### config.mk
export PLATFORM = sky130hd
export DESIGN_NAME = arbitro_arduino
export DESIGN_NICKNAME = d
export VERILOG_FILES = /design/src/rtl/arbitro_arduino.sv
export SDC_FILE = /design/constraint.sdc
export NUM_CORES = 1
export LEC_CHECK = 0
export BUFFER_PORTS_ARGS = -buffer_cell sky130_fd_sc_hd__buf_2
export CORE_MARGIN = 3
export CORE_UTILIZATION = 61
export DETAILED_ROUTE_END_ITERATION = 8
export PLACE_DENSITY = 0.84
export SYNTH_ARGS = -nofsm -noshare
export SYNTH_HDL_FRONTEND = slang
export SYNTH_SLANG_ARGS = --single-unit
### constraint.sdc
create_clock -name clock -period 4.8 [get_ports clock]
set_clock_uncertainty 0.05 [all_clocks]
set_input_delay 0.24 -clock clock [delete_from_list [all_inputs] [get_ports clock]]
set_output_delay 0.24 -clock clock [all_outputs]
set_load 0.005 [all_outputs]
### src/rtl/arbitro_arduino.sv
// Arbitrates memory-playback and button-feedback notes onto a single buzzer output.
// Optional macro ARBITRO_PREEMPCAO_EN lets a button note preempt a playing memory note.
module arbitro_arduino #(
    parameter int DURACAO = 50000000,
    parameter int PAUSA   = 5000000
) (
    input  logic       clock,
    input  logic       reset,
    input  logic       req_mem,
    input  logic [6:0] nota_mem,
    input  logic       req_bot,
    input  logic [6:0] nota_bot,
    output logic       ack_mem,
    output logic       ack_bot,
    output logic [2:0] arduino_out,
    output logic       ocupado,
    output logic [2:0] db_estado
);

    localparam int MAX_CICLOS = (DURACAO > PAUSA) ? DURACAO : PAUSA;
    localparam int CW         = (MAX_CICLOS > 1) ? $clog2(MAX_CICLOS) : 1;

    localparam logic [CW-1:0] CARGA_TOCA  = CW'(DURACAO - 1);
    localparam logic [CW-1:0] CARGA_PAUSA = CW'(PAUSA - 1);

`ifdef ARBITRO_PREEMPCAO_EN
    localparam bit PREEMPCAO_EN = 1'b1;
`else
    localparam bit PREEMPCAO_EN = 1'b0;
`endif

    typedef enum logic [2:0] {
        ST_OCIOSO = 3'd0,
        ST_TOCA   = 3'd1,
        ST_PAUSA  = 3'd2
    } estado_t;

    estado_t       estado;
    logic [CW-1:0] cnt;
    logic          ultimo_bot;    // 1 = bot was granted last, so mem wins the next tie
    logic          servindo_bot;

    logic ponto_arb;
    logic concede_mem;
    logic concede_bot;
    logic preempcao;

    // Code is 1 + index of the lowest set bit; scanning downwards lets the lowest bit win.
    function automatic logic [2:0] codigo_nota(input logic [6:0] nota);
        logic [2:0] codigo;
        codigo = 3'd0;
        for (int i = 6; i >= 0; i--) begin
            if (nota[i]) codigo = 3'(i + 1);
        end
        return codigo;
    endfunction

    // NOTE: every signal assigned in always_comb gets a default first, so no latch is inferred.
    always_comb begin
        ponto_arb   = (estado == ST_OCIOSO) || ((estado == ST_PAUSA) && (cnt == '0));
        preempcao   = PREEMPCAO_EN && (estado == ST_TOCA) && !servindo_bot && req_bot;
        concede_bot = ponto_arb && req_bot && (!req_mem || !ultimo_bot);
        concede_mem = ponto_arb && req_mem && !concede_bot;
    end

    // NOTE: sequential state uses non-blocking assignments so every register sees pre-edge values.
    always_ff @(posedge clock) begin
        // NOTE: only control state is reset; there is no memory array here to leave uninitialised.
        if (!reset) begin
            estado       <= ST_OCIOSO;
            cnt          <= '0;
            arduino_out  <= 3'd0;
            ack_mem      <= 1'b0;
            ack_bot      <= 1'b0;
            ocupado      <= 1'b0;
            ultimo_bot   <= 1'b0;
            servindo_bot <= 1'b0;
        end else begin
            ack_mem <= 1'b0;
            ack_bot <= 1'b0;

            if (preempcao || concede_bot) begin
                estado       <= ST_TOCA;
                ack_bot      <= 1'b1;
                arduino_out  <= codigo_nota(nota_bot);
                cnt          <= CARGA_TOCA;
                ocupado      <= 1'b1;
                ultimo_bot   <= 1'b1;
                servindo_bot <= 1'b1;
            end else if (concede_mem) begin
                estado       <= ST_TOCA;
                ack_mem      <= 1'b1;
                arduino_out  <= codigo_nota(nota_mem);
                cnt          <= CARGA_TOCA;
                ocupado      <= 1'b1;
                ultimo_bot   <= 1'b0;
                servindo_bot <= 1'b0;
            end else begin
                unique case (estado)
                    ST_OCIOSO: begin
                        arduino_out <= 3'd0;
                        ocupado     <= 1'b0;
                    end
                    ST_TOCA: begin
                        if (cnt == '0) begin
                            estado      <= ST_PAUSA;
                            arduino_out <= 3'd0;
                            cnt         <= CARGA_PAUSA;
                        end else begin
                            cnt <= cnt - CW'(1);
                        end
                    end
                    ST_PAUSA: begin
                        // Reaching zero here with no grant means nobody is waiting.
                        if (cnt == '0) begin
                            estado  <= ST_OCIOSO;
                            ocupado <= 1'b0;
                        end else begin
                            cnt <= cnt - CW'(1);
                        end
                    end
                    default: begin
                        estado      <= ST_OCIOSO;
                        arduino_out <= 3'd0;
                        ocupado     <= 1'b0;
                        cnt         <= '0;
                    end
                endcase
            end
        end
    end

    assign db_estado = estado;

endmodule

# Word-level counts from Yosys, hierarchy flattened
# Index checks and enable logic that the tools add are counted.
[totals] regBits=36 latchBits=0 ram_bits=0 rom_bits=0 in_bits=18 out_inout_bits=9 wordCells=79 memories=0
[classes] add_sub_neg=1 n_mul=0 div=0 order_cmp=0 n_eq_ne=11 shift=0 n_mux=35 n_bitwise=2 reduce_logical=21
[ops] op="2-to-1 mux 26 bit" count=4
[ops] op="one-hot mux 26 bit (3 select lines)" count=1
[ops] op="2-to-1 mux 3 bit" count=18
[ops] op="logical NOT 26 bit" count=1
[ops] op="subtractor 26 x 1 -> 26 bit (second input constant)" count=1
[ops] op="2-to-1 mux 1 bit" count=9
[ops] op="inequality test 3 bit (second input constant)" count=3
[ops] op="one-hot mux 3 bit (3 select lines)" count=1
[ops] op="inequality test 4 bit (second input constant)" count=2
[ops] op="AND reduction 2 bit" count=4
[ops] op="one-hot mux 3 bit (2 select lines)" count=1
[ops] op="AND reduction 3 bit" count=2
[ops] op="logical AND 1 bit" count=5
[ops] op="inequality test 2 bit (second input constant)" count=2
[ops] op="inequality test 4 x 3 -> 1 bit (second input constant)" count=1
[ops] op="equality test 3 x 1 -> 1 bit (second input constant)" count=1
[ops] op="equality test 3 x 2 -> 1 bit (second input constant)" count=1
[ops] op="logical NOT 1 bit" count=3
[ops] op="logical NOT 3 bit" count=1
[ops] op="OR reduction 3 bit" count=1
[ops] op="logical OR 1 bit" count=2
[ops] op="inequality test 2 x 1 -> 1 bit (second input constant)" count=1
[ops] op="inverter 1 bit" count=2
[ops] op="one-hot mux 1 bit (2 select lines)" count=1
[ops] op="other kinds (2)" count=2

# Depth between registers and ports, before layout
# Gate-level depths: netlist of the first run.
[logic_depth] word_depth=9 mapped_depth=10 ltp_nobuf=8

# Least setup slack after synthesis of the first run
# No wires, ideal clock.
[synth_path] path_type="register to register" start="register cnt[10]" end="register cnt[25]" setup_time_ps=76 arrival_time_ps=2262 required_ps=4674 slack_ps=2413 stages_incl_launch_ff=7 path_buffers=0 period_less_slack_ps=2387 cell_sequence="dfxtp_1 -> or4_4 -> or3_4 -> or2_1 -> or3_1 -> or3_1 -> a31oi_1"
[synth_via] elab_chain_len=9 word_cells_on_any_way=17 cone_classes="add/sub (1); eq/ne (2); mux (5); reduce/logical (9)"
[synth_lines] item="start, declared" line="39" rtl="logic [CW-1:0] cnt;"
[synth_lines] item="start signal, assigned" line="110" rtl="cnt <= cnt - CW'(1);"
[synth_lines] item="start signal, assigned" line="119" rtl="cnt <= cnt - CW'(1);"
[synth_lines] item="branches (longest 9 deep; another with subtractor 26 x 1 -> 26 bit)"
# Several ways; the timed one is not identified. The select of a mux whose other input is x is not followed.
# A chain may end at the register's enable or synchronous reset.

# Final worst setup path of the first run
[layout_path] start="register cnt[2]" end="register arduino_out[0]"
[layout_via] elab_chain_len=9 word_cells_on_any_way=13 cone_classes="eq/ne (2); mux (2); reduce/logical (9)"
[layout_lines] item="logical NOT 26 bit (*)" line="60, 105"
[layout_lines] item="logical AND 1 bit" line="60" rtl="ponto_arb = (estado == ST_OCIOSO) || ((estado == ST_PAUSA) && (cnt == '0));"
[layout_lines] item="logical OR 1 bit" line="60"
[layout_lines] item="logical AND 1 bit (2 in series)" line="62" rtl="concede_bot = ponto_arb && req_bot && (!req_mem || !ultimo_bot);"
[layout_lines] item="logical NOT 1 bit" line="63" rtl="concede_mem = ponto_arb && req_mem && !concede_bot;"
[layout_lines] item="logical AND 1 bit" line="63"
[layout_lines] item="inequality test 4 bit (no line) (tied with other cells)"
[layout_lines] item="AND reduction 2 bit (no line) / 2-to-1 mux 3 bit (equally long branches)"
[layout_lines] item="end signal, assigned" line="85" rtl="arduino_out <= codigo_nota(nota_bot);"
[layout_lines] item="end signal, assigned" line="93" rtl="arduino_out <= codigo_nota(nota_mem);"
[layout_lines] item="end, declared" line="15" rtl="output logic [2:0] arduino_out,"
# Every way passes the cells marked *; elsewhere a longest branch is shown, timed or not.

==> results.toml, run 1 <==
[critical_path]
r2r-end = "arduino_out[0]"
path_max_fanout = 15
rrSetupSlack_ps = 1950
cp_slowest_cell = "nor4_2"
path_class = "flip-flop to flip-flop"
worstSetupStartpointType = "flip-flop"
worstPathRequired_ps = 5050
cp.buffers_inverters = 1
crit_chain = "nor4_2 > nand4_1 > o21bai_1 > buf_4 > nand3_1 > a2bb2o_1"
r2r_start = "cnt[2]"
reg2reg_depth = 6
slowest_delay_ps = 550
cp.arrival_ps = 3100
end_kind = "flip-flop"
cpLargestDelayFamily = "simple AND/OR/NAND/NOR gates"

[drt]
drc = 0
drt_iter0_drc = 161
ant_nets = 0
dr.pass1.iters = 5
detail_route.wl_per_cell_um = 14.6
routed_wl_um = 4890
viasPerCell = 6.09
num_vias = 2034

[power]
finalPower_uw = 718
p_per_area_mw_per_mm2 = 317
ir_worst_vdd_uv = 233
leakagePower_nw = 0.867

[yosys]
syn_nets = 286
seq_area_frac_synth_pct = 34.8
ys_types = 50
ys_ff_latch = 35
synth_edf_count = 0
syn-instance-count = 264
syn_area_mm2 = 0.00201
async_reset_ff_share_pct = 0
avgSynthCellArea_um2 = 7.63
yosysWarnings = 0
ys.flop_type = "dfxtp_1"

[sta]
fin_crit_ps = 2850
tns_ps = 0
rsz0062_at_grt = "no"
slew_viol_final = 0
hold_viol = 0
relSlewSlack_pct = 49.1
max_freq_mhz = 351
tightest_slew_ps = 755
setup_viol = 0
fin_crit_sh_pct = 59.4

[clock_network]
post_cts_buffers = 0
cts_tree = "done"
clock_path_buffers = 2
clk_latency_ps = 360
clk_pin_slew_ps = 110
holdBufCountCts = 0
cts_max_level = 2
cts_buffers = 5
cts.sinks = 35
post_cts_resized = 0
cts-root-buf = "clkbuf_4"

[layout]
final_util_pct = 72.9
syn2layout_area_growth_pct = 12.2
fin_nets = 311
antenna_cells = 0
drive_gt1_share_pct = 15.2

[placed_design]
portBuffers = 25
place_congestion = 0.932
hpwl_um = 3480

[die]
std_cell_rows = 20
num_io_pins = 27
fp.dieW_um = 63.5
start_util_pct = 64.9
core_mm2 = 0.00310
die_y_um = 63.5
die_area_mm2 = 0.00403

[global_route]
grt_max_degree = 18
track_usage_pct = 26.2
met1_usage_pct = 33.5
grt_pass1_vias = 1854
grt-busiest-layer = "met2"
overflow = 0
antenna_found_initial = 0
grt_pass1_wl_um = 8340
grtUsageMet2_pct = 40.3
use_met3_pct = 7.49

[min_path]
min_path_type = "input pin to flip-flop"
hold_start = "req_mem"
holdPathEnd = "ack_mem"
hold_depth = 3

[flow_run]
drv_cap = 0

[status]
status = "finished, final reports clean"
[cell usage after synthesis (all sizes together), types with 7 or more instances]
cell,count,area [um2]
dfxtp,35,701
o21ai,30,150
nor4,9,68.8
a21oi,19,95.1
xnor2,9,78.8
nor3,11,55.1
nand2,20,75.1
clkbuf,8,30.0
nand3,7,35.0
or3,7,50.1
inv,8,30.0
nor2,34,128
[kinds of logic after synthesis]
family	count (synthesis)	share of synthesized area, %
AND/OR/NAND/NOR	110	28.1
other	1	0.186
adder cells (fa/ha/maj)	4	2.48
flip-flops	35	34.8
XOR/XNOR	13	5.65
buffers and inverters	19	3.79
AO/OA/AOI/OAI	82	25.0
[power breakdown]
part           internal (mW)  leakage [nW]  switching [mW]
clock                  0.123        0.0482           0.105
sequential             0.315         0.290          0.0260
combinational         0.0609         0.529          0.0877
total                  0.499         0.867           0.219
[layer usage]
layer  wire [um]  vias to the layer above
met4          98                        0
met5           0                        -
li1            -                     1009
met2        2180                       76
met1        2220                      933
met3         385                       16
[worst max-delay path by stage]
stage	startpoint	end	slack [ps]	depth (start not counted)
after global placement	cnt[2]	arduino_out[0]	2130	6
after CTS	cnt[2]	arduino_out[0]	2010	6
final	cnt[2]	arduino_out[0]	1950	6
after detailed placement	cnt[7]	arduino_out[0]	2070	6
after global routing	cnt[7]	arduino_out[0]	1710	6
after floorplan	cnt[10]	cnt[25]	2410	6
[worst min-delay path, stage by stage]
cell,delay (ps)
buf_2,120
nand2_1,50
nor2_1,30
[cells in the final DEF (no fill, tap or decap), types with 4 or more instances in the layout]
master	count
a21oi_1	19
a31oi_1	6
buf_2	25
clkbuf_4	5
dfxtp_1	35
ha_1	4
inv_1	8
nand2_1	20
nand3_1	7
nor2_1	34
nor2b_1	6
nor3_1	11
nor4_1	7
o21ai_0	30
o31ai_1	4
or3_1	5
xnor2_1	9
xor2_1	4
[flip-flops by register name (all words and copies together), names as in the netlist]
name and flops:
ocupado 1, db_estado 2, ack_mem 1, cnt 26, arduino_out 3, ack_bot 1
ultimo_bot 1
[area by class of cell]
cell class / count / area (um2)
Fill cell: 265 / 842
Tap cell: 44 / 55.1
Clock buffer: 6 / 51.3
Inverter: 9 / 33.8
Sequential cell: 35 / 701
Timing Repair Buffer: 28 / 148
Multi-Input combinational cell: 210 / 1240
Clock inverter: 2 / 35.0
[per-stage QoR]
stage | area [um2] | std cells | worst slack [ps] | hold WS (ps)
2_1_floorplan | 2010 | 264 | 2410 | 304
3_3_place_gp | 2170 | 326 | 2130 | 406
3_5_place_dp | 2170 | 326 | 2070 | 403
4_1_cts | 2260 | 334 | 2010 | 69.2
5_1_grt | 2260 | 334 | 1710 | 82.4
6_report | 2260 | 334 | 1950 | 68.7
(Power assumes the default switching activity.)
==> run 2, diff against run 1 <==
Settings changed: CORE_UTILIZATION 61 to 57, PLACE_DENSITY 0.84 to 0.79.
Clock period 4.8 ns to 2.8 ns, I/O delays scaled along.
==> run 2 against run 1 <==
Flip-flop and latch count unchanged; count of clock-buffer cells in the layout unchanged; critical path type unchanged; fmax is 11% higher; critical endpoint is now cnt[11]; clock power grew 21%; largest cell class unchanged; cell count is 2.7% higher; sequential power rose by 72%; combinational power increased by 85%.
==> results.toml, run 2 (synthesis results as in run 1) <==
[critical_path]
cp_slowest_cell = "o21bai_1"
cp.buffers_inverters = 1
worstSetupStartpointType = "flip-flop"
crit_chain = "nor4_1 > nand4_1 > o21bai_1 > buf_4 > nand2_1 > nand2_1 > a31oi_1"
crit_top_cell = "nand2_1"
slowest_delay_ps = 510
cpLargestDelayFamily = "simple AND/OR/NAND/NOR gates"
path_max_fanout = 11
end_kind = "flip-flop"
path_class = "flip-flop to flip-flop"
reg2reg_depth = 7
critical_path_depth = 7
cp.arrival_ps = 2760
worstPathRequired_ps = 2990

[sta]
slew_viol_final = 0
tns_ps = 0
relSlewSlack_pct = 57.6
fin_crit_sh_pct = 92.1
setup_viol = 0
fin_ws_ps = 222
rsz0062_at_grt = "no"
max_freq_mhz = 388
tightest_slew_ps = 629
hold_viol = 0
fin_crit_ps = 2580

[global_route]
grt_pass1_vias = 1809
grt_max_degree = 18
antenna_found_initial = 0
overflow = 0
track_usage_pct = 26.0
grt_pass1_wl_um = 8550

[die]
num_io_pins = 27
die_area_mm2 = 0.00428
fp.dieW_um = 65.5
std_cell_rows = 20
die_y_um = 65.5
start_util_pct = 62.9
core_mm2 = 0.00320

[clock_network]
cts.sinks = 35
cts_tree = "done"
clk_pin_slew_ps = 120
cts_buffers = 5
clk_latency_ps = 360
cts-root-buf = "clkbuf_4"
cts_max_level = 2
clock_path_buffers = 2

[drt]
routed_wl_um = 5070
viasPerCell = 5.95
drc = 0
ant_nets = 0
dr.pass1.iters = 4
num_vias = 2041
detail_route.wl_per_cell_um = 14.8
drt_iter0_drc = 148

[placed_design]
place_congestion = 0.926
hpwl_um = 3700
dp_worst_setup_slack_ps = 294
portBuffers = 25

[power]
ir_worst_vdd_uv = 296
p_per_area_mw_per_mm2 = 493
finalPower_mw = 1.14
leakagePower_nw = 0.889

[layout]
antenna_cells = 0
final_common_cell = "dfxtp_1"
fillers = 298
largest_register_ffs = 26
multiInputGateArea_mm2 = 0.00124
ff_latch_area_um2 = 701
fin_nets = 320
mostFrequentLayoutCells = "dfxtp_1 (35), nor2_1 (33), o21ai_0 (30)"
syn2layout_area_growth_pct = 14.2
final_util_pct = 71.8
drive_gt1_share_pct = 17.4
largest-register = "cnt"

[status]
status = "finished, final reports clean"

[flow_run]
drv_cap = 0

[min_path]
min_path_type = "input pin to flip-flop"
hold_depth = 3
-- run 2: worst paths after layout --
check | start | end | slack [ps]
setup / recovery | cnt[7] | cnt[11] | 220
hold / removal | req_bot | ultimo_bot | 20
setup reg to reg | cnt[7] | cnt[11] | 220
hold reg to reg | arduino_out[1] | arduino_out[1] | 420
-- run 2: worst reg2reg max path, cell delays in order (launching register included) --
cell and delay (ps):
dfxtp_1 370, nor4_1 490, nand4_1 370, o21bai_1 510
buf_4 270, nand2_1 100, nand2_1 220, a31oi_1 80
-- run 2: cell type report --
cell class / instances / share of cell area [%]
multi-input cells: 210 / 53.9
flip-flops and latches: 35 / 30.5
repair buffers: 37 / 9.46
well taps: 44 / 2.39
clock buffers: 6 / 1.79
inverters: 9 / 1.47
clock inverters: 2 / 0.544
-- run 2: report_power, final --
| group | internal, mW | switching (mW) |
|---|---|---|
| clock network | 0.0968 | 0.178 |
| logic | 0.120 | 0.155 |
| registers | 0.540 | 0.0454 |
-- run 2: routing by layer --
layer / track usage, % / part of all wire [%]
met1: 35.2 / 46
met2: 39.9 / 45
met3: 5.98 / 7.8
met4: 9.84 / 1.9
met5: 0 / 0
-- run 2: per-stage QoR --
stage	instance area [um2]	instances	hold WS, ps
6_report	2300	343	22.4
5_1_grt	2300	343	72.0
4_1_cts	2300	343	22.7
3_5_place_dp	2230	334	339
3_3_place_gp	2230	334	340
2_1_floorplan	2010	264	204
-- run 2: repair_timing --
| action | CTS | global route |
|---|---|---|
| resized for setup | 0 | 1 |
| hold buffers | 1 | 0 |
| setup endpoints to repair | 0 | 1 |
| hold endpoints to repair | 1 | 0 |
| setup buffers | 0 | 0 |
